$ cat src/rtl/nibble_serial_add_sequencer.sv
// Multi-cycle add/subtract unit for the ALU path: one 4-bit lookahead slice is
// reused across nibbles LSB first, with the inter-nibble carry held in a register.
module nibble_serial_add_sequencer #(
  parameter int WIDTH = 16
) (
  input  logic             clk,
  input  logic             rst_n,
  input  logic             start,
  input  logic [1:0]       op,
  input  logic [WIDTH-1:0] a,
  input  logic [WIDTH-1:0] b,
  input  logic             c_in,
  output logic             busy,
  output logic             done,
  output logic [WIDTH-1:0] result,
  output logic             carry,
  output logic             overflow,
  output logic             sign,
  output logic             zero
);

  localparam int NIBBLES = WIDTH / 4;
  localparam int IDX_W   = (NIBBLES > 1) ? $clog2(NIBBLES) : 1;

  localparam logic [1:0] S_IDLE = 2'd0;
  localparam logic [1:0] S_RUN  = 2'd1;
  localparam logic [1:0] S_DONE = 2'd2;

  localparam logic [1:0] OP_ADD = 2'b00;
  localparam logic [1:0] OP_ADC = 2'b01;
  localparam logic [1:0] OP_SUB = 2'b10;
  localparam logic [1:0] OP_SBC = 2'b11;

  // Flattened lookahead: every carry depends only on p, g and the slice carry in.
  function automatic logic [3:0] cla4(input logic [3:0] p, input logic [3:0] g,
                                      input logic ci);
    logic [3:0] c;
    c[0] = g[0] | (p[0] & ci);
    c[1] = g[1] | (p[1] & g[0]) | (p[1] & p[0] & ci);
    c[2] = g[2] | (p[2] & g[1]) | (p[2] & p[1] & g[0]) | (p[2] & p[1] & p[0] & ci);
    c[3] = g[3] | (p[3] & g[2]) | (p[3] & p[2] & g[1]) | (p[3] & p[2] & p[1] & g[0])
         | (p[3] & p[2] & p[1] & p[0] & ci);
    return c;
  endfunction

  logic [1:0]       state_q, state_d;
  logic [IDX_W-1:0] idx_q, idx_d;
  logic [WIDTH-1:0] opa_q, opa_d;
  logic [WIDTH-1:0] opb_q, opb_d;
  logic             cy_q, cy_d;
  logic [WIDTH-1:0] acc_q, acc_d;
  logic [WIDTH-1:0] result_q, result_d;
  logic             carry_q, carry_d;
  logic             ovf_q, ovf_d;
  logic             sign_q, sign_d;
  logic             zero_q, zero_d;

  logic [3:0] nib_a, nib_b, nib_p, nib_g, nib_c, nib_sum;
  logic       last_nib;

  assign nib_a    = opa_q[{idx_q, 2'b00} +: 4];
  assign nib_b    = opb_q[{idx_q, 2'b00} +: 4];
  assign nib_p    = nib_a ^ nib_b;
  assign nib_g    = nib_a & nib_b;
  assign nib_c    = cla4(nib_p, nib_g, cy_q);
  assign nib_sum  = nib_p ^ {nib_c[2:0], cy_q};
  assign last_nib = (idx_q == IDX_W'(NIBBLES - 1));

  always_comb begin
    state_d  = state_q;
    idx_d    = idx_q;
    opa_d    = opa_q;
    opb_d    = opb_q;
    cy_d     = cy_q;
    acc_d    = acc_q;
    result_d = result_q;
    carry_d  = carry_q;
    ovf_d    = ovf_q;
    sign_d   = sign_q;
    zero_d   = zero_q;
    if (state_q == S_RUN) begin
      acc_d[{idx_q, 2'b00} +: 4] = nib_sum;
      cy_d  = nib_c[3];
      idx_d = idx_q + 1'b1;
      if (last_nib) begin
        // Publish only the finished accumulator so partial sums never reach result.
        state_d  = S_DONE;
        idx_d    = '0;
        result_d = acc_d;
        carry_d  = nib_c[3];
        ovf_d    = (opa_q[WIDTH-1] == opb_q[WIDTH-1]) && (acc_d[WIDTH-1] != opa_q[WIDTH-1]);
        sign_d   = acc_d[WIDTH-1];
        zero_d   = (acc_d == '0);
      end
    end else if (start) begin
      state_d = S_RUN;
      idx_d   = '0;
      opa_d   = a;
      opb_d   = op[1] ? ~b : b;
      unique case (op)
        OP_ADD:  cy_d = 1'b0;
        OP_ADC:  cy_d = c_in;
        OP_SUB:  cy_d = 1'b1;
        OP_SBC:  cy_d = c_in;
        default: cy_d = 1'b0;
      endcase
    end else begin
      state_d = S_IDLE;
    end
  end

  always_ff @(posedge clk) begin
    if (!rst_n) begin
      state_q  <= S_IDLE;
      idx_q    <= '0;
      result_q <= '0;
      carry_q  <= 1'b0;
      ovf_q    <= 1'b0;
      sign_q   <= 1'b0;
      zero_q   <= 1'b0;
    end else begin
      state_q  <= state_d;
      idx_q    <= idx_d;
      result_q <= result_d;
      carry_q  <= carry_d;
      ovf_q    <= ovf_d;
      sign_q   <= sign_d;
      zero_q   <= zero_d;
    end
  end

  always_ff @(posedge clk) begin
    opa_q <= opa_d;
    opb_q <= opb_d;
    cy_q  <= cy_d;
    acc_q <= acc_d;
  end

  assign busy     = (state_q == S_RUN);
  assign done     = (state_q == S_DONE);
  assign result   = result_q;
  assign carry    = carry_q;
  assign overflow = ovf_q;
  assign sign     = sign_q;
  assign zero     = zero_q;

endmodule

$ cat config.mk
export PLATFORM = sky130hd
export DESIGN_NAME = nibble_serial_add_sequencer
export DESIGN_NICKNAME = d
export VERILOG_FILES = /design/src/rtl/nibble_serial_add_sequencer.sv
export SDC_FILE = /design/constraint.sdc
export NUM_CORES = 1
export LEC_CHECK = 0
export CAP_MARGIN = 20
export CORE_MARGIN = 2
export CORE_UTILIZATION = 30
export DETAILED_ROUTE_END_ITERATION = 10
export SYNTH_ARGS = -nofsm -noshare
export SYNTH_HDL_FRONTEND = slang
export SYNTH_SLANG_ARGS = --single-unit
$ cat constraint.sdc
create_clock -name clk -period 5.48 [get_ports clk]
set_input_delay 1.37 -clock clk [delete_from_list [all_inputs] [get_ports clk]]
set_output_delay 1.37 -clock clk [all_outputs]
set_load 0.03 [all_outputs]
### Word level (Yosys, flattened, before mapping)

Index checks and enable logic that the tools add are counted.

| storage, ports and cells | value |
|---|---|
| logic and storage cells | 75 |
| output and inout port bits | 22 |
| register bits after elaboration | 73 |
| input port bits | 38 |

| operators by class | value |
|---|---|
| bitwise logic cells | 31 |
| add/sub/neg operators | 2 |
| shift operators | 4 |
| equality and inequality tests | 9 |
| reduce and logical (&&, ||, !) cells | 7 |
| mux-type cells | 11 |

Operators with widths:

| cell | count |
|---|---|
| 16-bit by 5-bit indexed part select with 4-bit output | 2 |
| 1-bit bitwise AND | 16 |
| 16-bit bitwise mux | 1 |
| 16-bit logical NOT | 1 |
| 16-bit 2-to-1 mux | 1 |
| 16-bit inverter | 1 |
| 4-bit by 6-bit variable shift with 16-bit output, first input constant | 1 |
| 4-bit by 6-bit indexed part select with 16-bit output | 1 |
| 2-bit 2-to-1 mux | 5 |
| 1-bit bitwise OR | 10 |
| 2-bit == test, second input constant | 4 |
| 4-bit XOR | 2 |
| 4-bit negation with 6-bit output | 1 |
| 4-bit bitwise AND | 1 |
| 2-bit by 1-bit == test with 1-bit output, second input constant | 2 |
| 2-bit AND reduction | 2 |
| 1-bit 2-to-1 mux | 3 |
| 1-bit one-hot mux with 3 select lines | 1 |
| 2-bit by 1-bit adder with 2-bit output, second input constant | 1 |
| 2-bit logical NOT | 1 |
| 2-bit by 1-bit != test with 1-bit output, second input constant | 1 |
| 2-bit nonzero test | 1 |
| 2-bit OR reduction | 1 |
| 1-bit == test | 1 |
| other kinds (3) | 3 |

### Logic depth before layout (Yosys ltp)

| logic depth | value |
|---|---|
| depth after elaboration | 11 |
| gate-level depth with buffers | 10 |
| depth with buffers taken out | 7 |

### Least setup slack after synthesis

OpenSTA, ideal clock, no wires.

| timing path | value |
|---|---|
| kind | input to register |
| start | input port start |
| end | register opa_q[0], enable pin |
| stages | 1 |
| buffers on the path | 0 |
| arrival | 2.818 ns |
| slack | 2.238 ns |
| path through | nor2b_1 |

| between the ends | value |
|---|---|
| longest elaborated chain between the ends | 1 |

Ends and longest elaborated chain:

| item | RTL line | source |
|---|---|---|
| from (decl) | 8 | `input logic start,` |
| 2-bit AND reduction (no source line) | -- |  |
| to (signal assigned) | 133 | `opa_q <= opa_d;` |
| to (decl) | 48 | `logic [WIDTH-1:0] opa_q, opa_d;` |

No other way between the ends.
A chain may end at the register's enable or synchronous reset.

### Worst setup path in the final report

| timing path | value |
|---|---|
| start | register state_q[0] |
| end | output port busy |

| between the ends | value |
|---|---|
| longest elaborated chain between the ends | 1 |

Ends and longest elaborated chain:

| item | RTL line | source |
|---|---|---|
| from (decl) | 46 | `logic [1:0] state_q, state_d;` |
| from (signal assigned) | 122 | `state_q <= state_d;` |
| 2-bit by 1-bit == test with 1-bit output | 139 | `assign busy = (state_q == S_RUN);` |
| to (decl) | 13 | `output logic busy,` |

No other way between the ends.

==> summary.md <==
| Metric | Value |
|---|---|
| Post-route ant nets | 0 |
| Vias per cell | 4.74 |
| 1st-iter DRT viols | 76 |
| Gr usage total | 11.9% |
| Flops & latches, synth | 72 |
| Max-cap viol count | 0 |
| Post-CTS Setup Bufs | 0 |
| Final-report hold violation count | 0 |
| Required @ worst endpoint | 4.11 ns |
| CP max-delay cell | clkdlybuf4s50_1 |
| Final Slew Violations | 0 |
| Cells along the critical path | nor2b_4 > clkdlybuf4s50_1 |
| Post-synthesis async set-or-reset flop share | 0% |
| Number of global-route vias before repair | 2125 |
| IO buf count | 59 |
| Io pins | 60 |
| Most frequent cells in the layout | 59 x clkdlybuf4s50_1, 49 x edfxtp_1, 23 x dfxtp_1 |
| Final setup vio count | 0 |
| RR Endpoint | result[2] |
| Design Area, Final | 4120 um2 |
| Final HPWL from detailed placement | 4720 um |
| Skew final | 0.00775 ns |
| Root Driver | clkbuf_8 |
| Diode count | 0 |
| Placed Area | 3950 um2 |
| Min Tclk post-route | 3.52 ns |
| Status | completed |
| Final Util | 39.5% |
| DR WL met2 | 3060 um |
| Fin crit share | 64.2% |
| Synth unique cells | 46 |
| Die Width | 108 um |
| Syn nets | 292 |
| Initial Utilization | 31.1% |
| Mean Syn Cell Area | 13.4 um2 |
| Rel. slew slack | 38.0% |
| Worst-margin pin slew | 0.929 ns |
| CP Max Fanout | 27 |
| Clk_lat worst skew | 0.35 ns |
| Syn. warnings | 0 |
| Hold-fix buffers, CTS | 0 |
| Drt pass-1 iters | 4 |
| Hold path startpoint | result[5] |
| Sink Count | 72 |
| Cells after synthesis | 242 |
| # DRC | 0 |
| Largest stage delay on the critical path | 0.81 ns |
| Post-synth EDFFs | 49 |
| Crit start category | register |
| R2R depth | 7 |
| Static Leak | 1.48 nW |
| Met1 Wirelength | 2790 um |
| Cell area after synthesis | 3240 um2 |
| Max clock buf depth | 2 |
| Worst hold-check path type | register to register |
| GRT overflow | 0 |
| Initial antenna violation count | 0 |
| WHS Endpoint | result[5] |
| Peak VDD IR | 0.118 mV |
| CTS tree | yes |
| DR WL met3 | 342 um |
| Routability cong. | 0.804 |
| Kind of critical path | register to output pin |
| Hold Slack | 0.478 ns |
| Pwr dens | 286 nW/um2 |
| Post-synthesis to final-layout area growth | 27.0% |
| Share of cells above drive strength 1 | 9.84% |
| WL/cell | 14.3 um |
| Post_cts resized | 0 |
| Worst endpoint data arrival time | 2.15 ns |
| Via count | 2091 |
| Register area share after synthesis | 59.6% |
| Clock transition at path regs | 0.07 ns |
| Highest Clock Rate | 284 MHz |
| Die height | 108 um |
| Top FF cell, synth | edfxtp_1 |
| Fillers | 1047 |
| R2R setup slack | 2.18 ns |
| Row cnt | 37 |
| Reg2reg start | idx_q[0] |
| Die area | 11700 um2 |
| Largest net degree at the start of global routing | 33 |
| Post-Route WL | 6320 um |
| Core area | 10400 um2 |
| Endpoint type of the worst setup path | output pin |
| Hold path cells | 1 |
| Setup TNS | 0 ns |
| H-Tree Depth | 3 |
| Num CTS Buffers | 9 |
| First-pass GRT wire length | 10400 um |
| Top sig layer | met4 |
| # nets final | 350 |
| Most common cell after layout, fill and taps aside | clkdlybuf4s50_1 |
| RSZ-0062 raised after global routing | false |
==> per-layer routing <==
layer  vias to the layer above  global-route usage, %
li1                       1011                      -
met1                      1008                   14.5
met4                         0                   5.40
met5                         -                      0
met2                        62                   19.5
met3                        10                   3.62
==> synthesized netlist by cell type, types with 4 or more instances <==
cell type / n / share of area, %
edfxtp_1: 49 / 45
dfxtp_1: 23 / 14
inv_1: 20 / 2.3
xor2_1: 17 / 4.6
a22o_1: 12 / 3.2
ha_1: 11 / 4.2
nand2_1: 10 / 1.2
o22ai_1: 10 / 1.9
nor2b_1: 9 / 1.7
a21oi_1: 8 / 1.2
mux4_2: 8 / 5.6
o21ai_0: 8 / 1.2
buf_2: 6 / 0.93
clkbuf_1: 5 / 0.58
nor2_1: 4 / 0.46
==> cell type report <==
class | instances | area, um2 | share of cell area [%]
clock buffer | 12 | 145 | 3.52
sequential | 72 | 1930 | 46.9
tap | 136 | 170 | 4.13
multi-input combinational | 136 | 1170 | 28.3
inverter | 21 | 83.8 | 2.04
clock inverter | 4 | 22.5 | 0.547
timing repair buffer | 60 | 598 | 14.5
==> cell families (layout without fill, tap and decap cells) <==
family / after synthesis / after routing / share of synthesized area, %
xor gates and xnor gates: 19 / 19 / 5.59
and+or+nand+nor: 41 / 41 / 7.52
muxes: 9 / 9 / 5.86
DFF: 72 / 72 / 59.6
buffers and inverters: 34 / 97 / 4.55
adders and majority gates: 12 / 12 / 4.86
AOI/OAI and AO/OA: 55 / 55 / 12.0
==> state kept, by name (all words and copies together), names as in the netlist <==
signal and cells:
overflow 1, idx_q 2, result 16, carry 1, zero 1, cy_q 1
acc_q 16, opb_q 16, state_q 2, opa_q 16
==> metrics by stage <==
stage,instances,setup slack (ns),power [mW]
finish,441,1.96,1.18
global route,441,1.85,1.24
CTS,441,1.92,1.19
detailed placement,425,2.14,0.831
global placement,425,2.27,0.826
floorplan,242,2.24,0.762
==> worst max path at each step <==
stage	start	end	slack, ns	cells after the start
floorplan	start	opa_q[0]	2.24	1
global placement	idx_q[0]	result[2]	2.27	7
detailed placement	idx_q[0]	result[2]	2.14	7
CTS	state_q[0]	busy	1.92	2
global route	state_q[0]	busy	1.85	2
finish	state_q[0]	busy	1.96	2
==> where the power goes <==
part | switching [mW] | internal (mW)
combinational | 0.0962 | 0.0860
clock | 0.187 | 0.174
sequential | 0.0152 | 0.618
total | 0.299 | 0.878
==> critical path, delay by kind of cell, from the launching register on <==
family                 cells  cell delay [ns]
buffers and inverters      1             0.81
AND/OR/NAND/NOR            1             0.66
flip-flops                 1             0.32
Power figures use the tool's default switching activity.
